--- config.mk ---
export PLATFORM = sky130hd
export DESIGN_NAME = inst_fifo
export DESIGN_NICKNAME = d
export VERILOG_FILES = /design/src/rtl/inst_fifo.sv
export SDC_FILE = /design/constraint.sdc
export NUM_CORES = 2
export LEC_CHECK = 0
export CORE_MARGIN = 4
export CORE_UTILIZATION = 30
export CTS_CLUSTER_DIAMETER = 80
export DETAILED_ROUTE_END_ITERATION = 7
export SETUP_SLACK_MARGIN = 0.15
export SLEW_MARGIN = 20
export SYNTH_ARGS = -nofsm -noshare
export SYNTH_HDL_FRONTEND = slang
export SYNTH_SLANG_ARGS = --single-unit
--- constraint.sdc ---
create_clock -name clk -period 6.25 [get_ports clk]
set_clock_uncertainty 0.2 [all_clocks]
set_input_delay 1.25 -clock clk [delete_from_list [all_inputs] [get_ports clk]]
set_output_delay 1.25 -clock clk [all_outputs]
set_load 0.005 [all_outputs]
--- src/rtl/inst_fifo.sv ---
// inst_fifo: instruction queue between fetch and issue; up to two writes and two pops per cycle.
// Define INST_FIFO_COUNT_EN to expose the registered occupancy on fifo_count.
module inst_fifo #(
   parameter  int unsigned DEPTH = 16,
   localparam int unsigned PTR_W = $clog2(DEPTH)
) (
   input  logic        clk,
   input  logic        rst,
   input  logic        flush,
   input  logic [63:0] w_data_1,
   input  logic        w_data_1_ok,
   input  logic [63:0] w_data_2,
   input  logic        w_data_2_ok,
   output logic        fifo_full,
   output logic [63:0] fifo_r_data_1,
   output logic        fifo_r_data_1_ok,
   output logic [63:0] fifo_r_data_2,
   output logic        fifo_r_data_2_ok,
   input  logic        p_data_1,
   input  logic        p_data_2
`ifdef INST_FIFO_COUNT_EN
   ,
   output logic [PTR_W:0] fifo_count
`endif
);

   localparam logic [PTR_W:0] FULL_ABOVE = (PTR_W+1)'(DEPTH - 2);
   localparam logic [PTR_W:0] ONE_ENTRY  = (PTR_W+1)'(1);

   logic [PTR_W-1:0] wr_ptr_q, wr_ptr_d;
   logic [PTR_W-1:0] rd_ptr_q, rd_ptr_d;
   logic [PTR_W:0]   count_q, count_d;
   logic [63:0]      mem_q [DEPTH];

   logic [PTR_W-1:0] wr_ptr_p1;
   logic [PTR_W-1:0] rd_ptr_p1;
   logic             rd_ok_1;
   logic             rd_ok_2;
   logic             full;
   logic             we_1;
   logic             we_2;
   logic [1:0]       nw;
   logic [1:0]       np;

   assign wr_ptr_p1 = wr_ptr_q + PTR_W'(1);
   assign rd_ptr_p1 = rd_ptr_q + PTR_W'(1);

   // Status comes only from registered count, so no input reaches an output combinationally.
   assign rd_ok_1 = (count_q != '0);
   assign rd_ok_2 = (count_q > ONE_ENTRY);
   assign full    = (count_q > FULL_ABOVE);

   always_comb begin
      we_1 = 1'b0;
      we_2 = 1'b0;
      nw   = 2'd0;
      np   = 2'd0;
      if (!flush && !full && w_data_1_ok) begin
         we_1 = 1'b1;
         we_2 = w_data_2_ok;
         nw   = w_data_2_ok ? 2'd2 : 2'd1;
      end
      if (!flush && p_data_1 && rd_ok_1) begin
         np = (p_data_2 && rd_ok_2) ? 2'd2 : 2'd1;
      end
   end

   always_comb begin
      wr_ptr_d = wr_ptr_q + PTR_W'(nw);
      rd_ptr_d = rd_ptr_q + PTR_W'(np);
      count_d  = count_q + (PTR_W+1)'(nw) - (PTR_W+1)'(np);
      if (flush) begin
         wr_ptr_d = '0;
         rd_ptr_d = '0;
         count_d  = '0;
      end
   end

   always_ff @(posedge clk or posedge rst) begin
      if (rst) begin
         wr_ptr_q <= '0;
         rd_ptr_q <= '0;
         count_q  <= '0;
      end else begin
         wr_ptr_q <= wr_ptr_d;
         rd_ptr_q <= rd_ptr_d;
         count_q  <= count_d;
      end
   end

   // Storage is deliberately not reset; validity is tracked by count alone.
   always_ff @(posedge clk) begin
      if (we_1) mem_q[wr_ptr_q]  <= w_data_1;
      if (we_2) mem_q[wr_ptr_p1] <= w_data_2;
   end

   assign fifo_full        = full;
   assign fifo_r_data_1_ok = rd_ok_1;
   assign fifo_r_data_2_ok = rd_ok_2;
   assign fifo_r_data_1    = rd_ok_1 ? mem_q[rd_ptr_q]  : '0;
   assign fifo_r_data_2    = rd_ok_2 ? mem_q[rd_ptr_p1] : '0;

`ifdef INST_FIFO_COUNT_EN
   assign fifo_count = count_q;
`endif

endmodule

==> summary.txt <==
Floorplan
  • Die height: 455.7 µm
  • Horiz. Die Dim: 455.7 µm
  • Core ar.: 199700 µm²
  • # rows: 164
  • IO Pins: 266
  • Die Footprint: 207700 µm²
  • Initial core utilization: 30.12%

Cells and area
  • Core Util, Final: 35.11%
  • Post-route cell area: 70090 µm²
  • Layout cells sized above 1: 52.42%
  • Layout net count: 3698
  • Synth-to-Final Area Change: 16.55%
  • Fill cells: 18748
  • Footprint of the multi-input gates: 27470 µm²
  • Sequential cell area: 31090 µm²

Global route
  • Initial antenna violation count: 45
  • Vias in the first global route: 37962
  • Pin count of the biggest net entering global routing: 110
  • GRT Util Overall: 19.78%
  • Gr ovfl total: 0
  • First-pass GRT wire length: 296.6 mm

Logic synthesis
  • Post-synth EDFFs: 1024
  • Synth cell types: 46
  • Syn_nets: 3581
  • Synthesis warning total: 0
  • Cell area after synthesis: 60140 µm²
  • Ys async rst share: 1.254%
  • Synthesized instance count: 3430
  • Primary FF master, synth: edfxtp_1
  • Seq/Total Area, Yosys: 51.67%
  • Syn Area/Cell: 17.53 µm²
  • Seq cells post-synth: 1037

Clocking
  • Htree depth: 3
  • TritonCTS sink count: 1037
  • CTS Hold Bufs: 0
  • Root Driver: clkbuf_16
  • PostCTS Resize Cnt: 0
  • Post-CTS setup buffers: 0
  • Clock-pin transition on the worst setup and hold timing paths: 0.06 ns
  • CTS Buf Count: 115
  • Clk buf depth: 3
  • Clk Latency, worst-skew pair: 0.73 ns
  • CTS tree: done

Worst setup path
  • Required time of the critical path: 4.80 ns
  • Critical Path End Type: output port
  • Setup crit start kind: flop
  • WS Path Type: reg2out
  • Crit path max fanout: 26
  • Worst Path Arrival: 4.40 ns

Place
  • Routability Congestion: 0.7786
  • Dpl hpwl: 119.7 mm
  • # port buffers: 265
  • Placement-stage cell area: 66230 µm²

Run
  • Max Cap Viol: 0

Detailed routing
  • Vias after detailed routing: 36270
  • Wire length per cell: 33.44 µm
  • Vias per inst: 5.736
  • Post-DRT Antenna Nets: 0
  • Drt pass-1 iters: 6
  • Drc violations: 0
  • Initial DRC count: 3530
  • Final WL: 211.4 mm

Power and ir drop
  • Leakage: 0.02086 µW
  • Comb pwr share: 33.0%
  • Peak VDD IR: 0.2433 mV
  • Power Dens Cells: 316.0 nW/µm²
  • Sequential share of power: 35.5%
  • Switching Fraction: 30.36%
  • Power Internal: 15420 µW
  • Clock power share: 31.5%
  • Switch Pwr: 6725 µW

STA
  • Min Tclk post-route: 5.845 ns
  • Fmax: 0.1711 GHz
  • WHS: 0.4877 ns
  • Actual slew at the worst max-slew pin: 1.113 ns
  • Slew headroom: 25.78%
  • Setup TNS Final: 0 ns
  • Hold Vio Cnt, Final: 0
  • RSZ-0062 raised after global routing: no
  • Final period utilization: 93.52%
  • Slew Limit Fails: 0
  • Final setup viols: 0

Outcome
  • Status: complete, no violations

Hold path
  • Hold Crit Class: reg2reg
-- per-layer routing --
metal	part of all wire (%)	vias to the layer above	global-route usage, %
met5	0.035	-	0
met4	4.6	12	9.278
met3	6.2	391	2.842
met2	51	1552	34.45
met1	38	19726	24.16
li1	-	14589	-
-- critical path, cell delays in order (launching register included) --
cell             delay [ns]
dfrtp_4                0.64
nand2_1                0.14
xnor2_1                0.67
o2bb2ai_4              0.45
buf_12                 0.34
a22oi_1                0.10
a21oi_1                0.66
clkdlybuf4s50_1        0.65
-- power groups by stage --
stage          clock [µW]  combinational (µW)  sequential, µW
3_5_place_dp            0                7380            8010
5_1_grt              7350                7710            7870
2_1_floorplan           0                4220            7970
3_3_place_gp            0                7390            8000
6_report             6980                7300            7860
4_1_cts              7100                7430            7860
-- placed cells by master, fill, tap and decap left out, types with 5 or more instances in the layout --
cell / count
a21oi_1: 68
a21oi_4: 13
a22oi_1: 128
and2_1: 65
buf_12: 52
buf_4: 77
bufinv_16: 14
clkbuf_1: 21
clkbuf_16: 117
clkdlybuf4s50_1: 265
clkinv_1: 21
clkinv_2: 25
clkinvlp_4: 6
dfrtp_1: 10
diode_2: 25
edfxtp_1: 1024
ha_1: 11
inv_1: 14
mux2_1: 44
mux2_2: 980
mux4_2: 576
nand2_1: 7
nand2b_1: 6
nand3_1: 5
nor2_1: 12
nor2_4: 16
nor2b_1: 7
o22ai_4: 5
xnor2_1: 7
-- path summary, 6_finish.rpt --
kind / startpoint / endpoint / slack, ns / cells past startpoint
hold reg to reg: wr_ptr_q[3] / wr_ptr_q[3] / 0.49 / 2
max in group asynchronous: rst / rd_ptr_q[2] / 4.62 / 2
min in group asynchronous: rst / rd_ptr_q[0] / 0.75 / 2
hold / removal: wr_ptr_q[3] / wr_ptr_q[3] / 0.49 / 2
setup / recovery: rd_ptr_q[0] / fifo_r_data_2[62] / 0.40 / 7
setup reg to reg: count_q[4] / count_q[4] / 2.32 / 14
-- stage by stage --
step	total power (µW)	setup WS (ns)	std cells
after detailed placement	15390	1.084	6085
after global routing	22930	0.1982	6316
after global placement	15390	1.109	6085
after CTS	22390	0.2584	6297
final	22150	0.4048	6323
after floorplan	12190	0.4380	3430
-- final cells by class --
cell class	instances	area share [%]
antenna	25	0.08925
clock inverter	74	1.092
tap	2656	4.741
inverter	16	0.09639
timing repair buffer	396	6.149
multi-input combinational	1981	39.19
sequential	1037	44.35
clock buffer	138	4.289
-- cell usage after synthesis, types with 2 or more instances --
cell type	number	area (µm²)
edfxtp_1	1024	30750
mux2_2	980	11040
mux4_2	576	12970
clkbuf_1	226	848.3
a22oi_1	128	960.9
buf_2	100	500.5
a21oi_1	81	405.4
and2_1	65	406.6
mux2_1	44	495.5
buf_4	37	277.8
buf_1	21	78.83
inv_1	16	60.06
dfrtp_1	13	325.3
buf_6	12	135.1
ha_1	12	150.1
nor2_1	12	45.04
nor2_2	8	50.05
nor2_4	8	90.09
nand2_1	7	26.28
nor2b_1	7	43.79
xnor2_1	7	61.31
nand2b_1	6	37.54
nand3_1	5	25.02
o22ai_1	5	31.28
fa_1	4	80.08
and3_1	2	12.51
nand3b_1	2	15.01
nor3_1	2	10.01
or2_2	2	12.51
or3_1	2	12.51
-- kinds of logic (layout without fill, tap and decap cells) --
| family | count (synthesis) | in the layout | synth area share, % |
|---|---|---|---|
| fa+ha+maj | 16 | 16 | 0.3828 |
| compound gates | 221 | 221 | 2.442 |
| mux | 1600 | 1600 | 40.74 |
| other cells | 0 | 25 | 0 |
| buf+inv | 412 | 624 | 3.160 |
| flops | 1037 | 1037 | 51.67 |
| simple gates | 136 | 136 | 1.483 |
| xor+xnor | 8 | 8 | 0.1165 |
-- flip-flops by register name, summed over array words and instances, names as in the netlist --
| signal | count |
|---|---|
| wr_ptr_q | 4 |
| mem_q | 1024 |
| rd_ptr_q | 4 |
| count_q | 5 |
No activity file was read; power rests on OpenSTA's default activity.
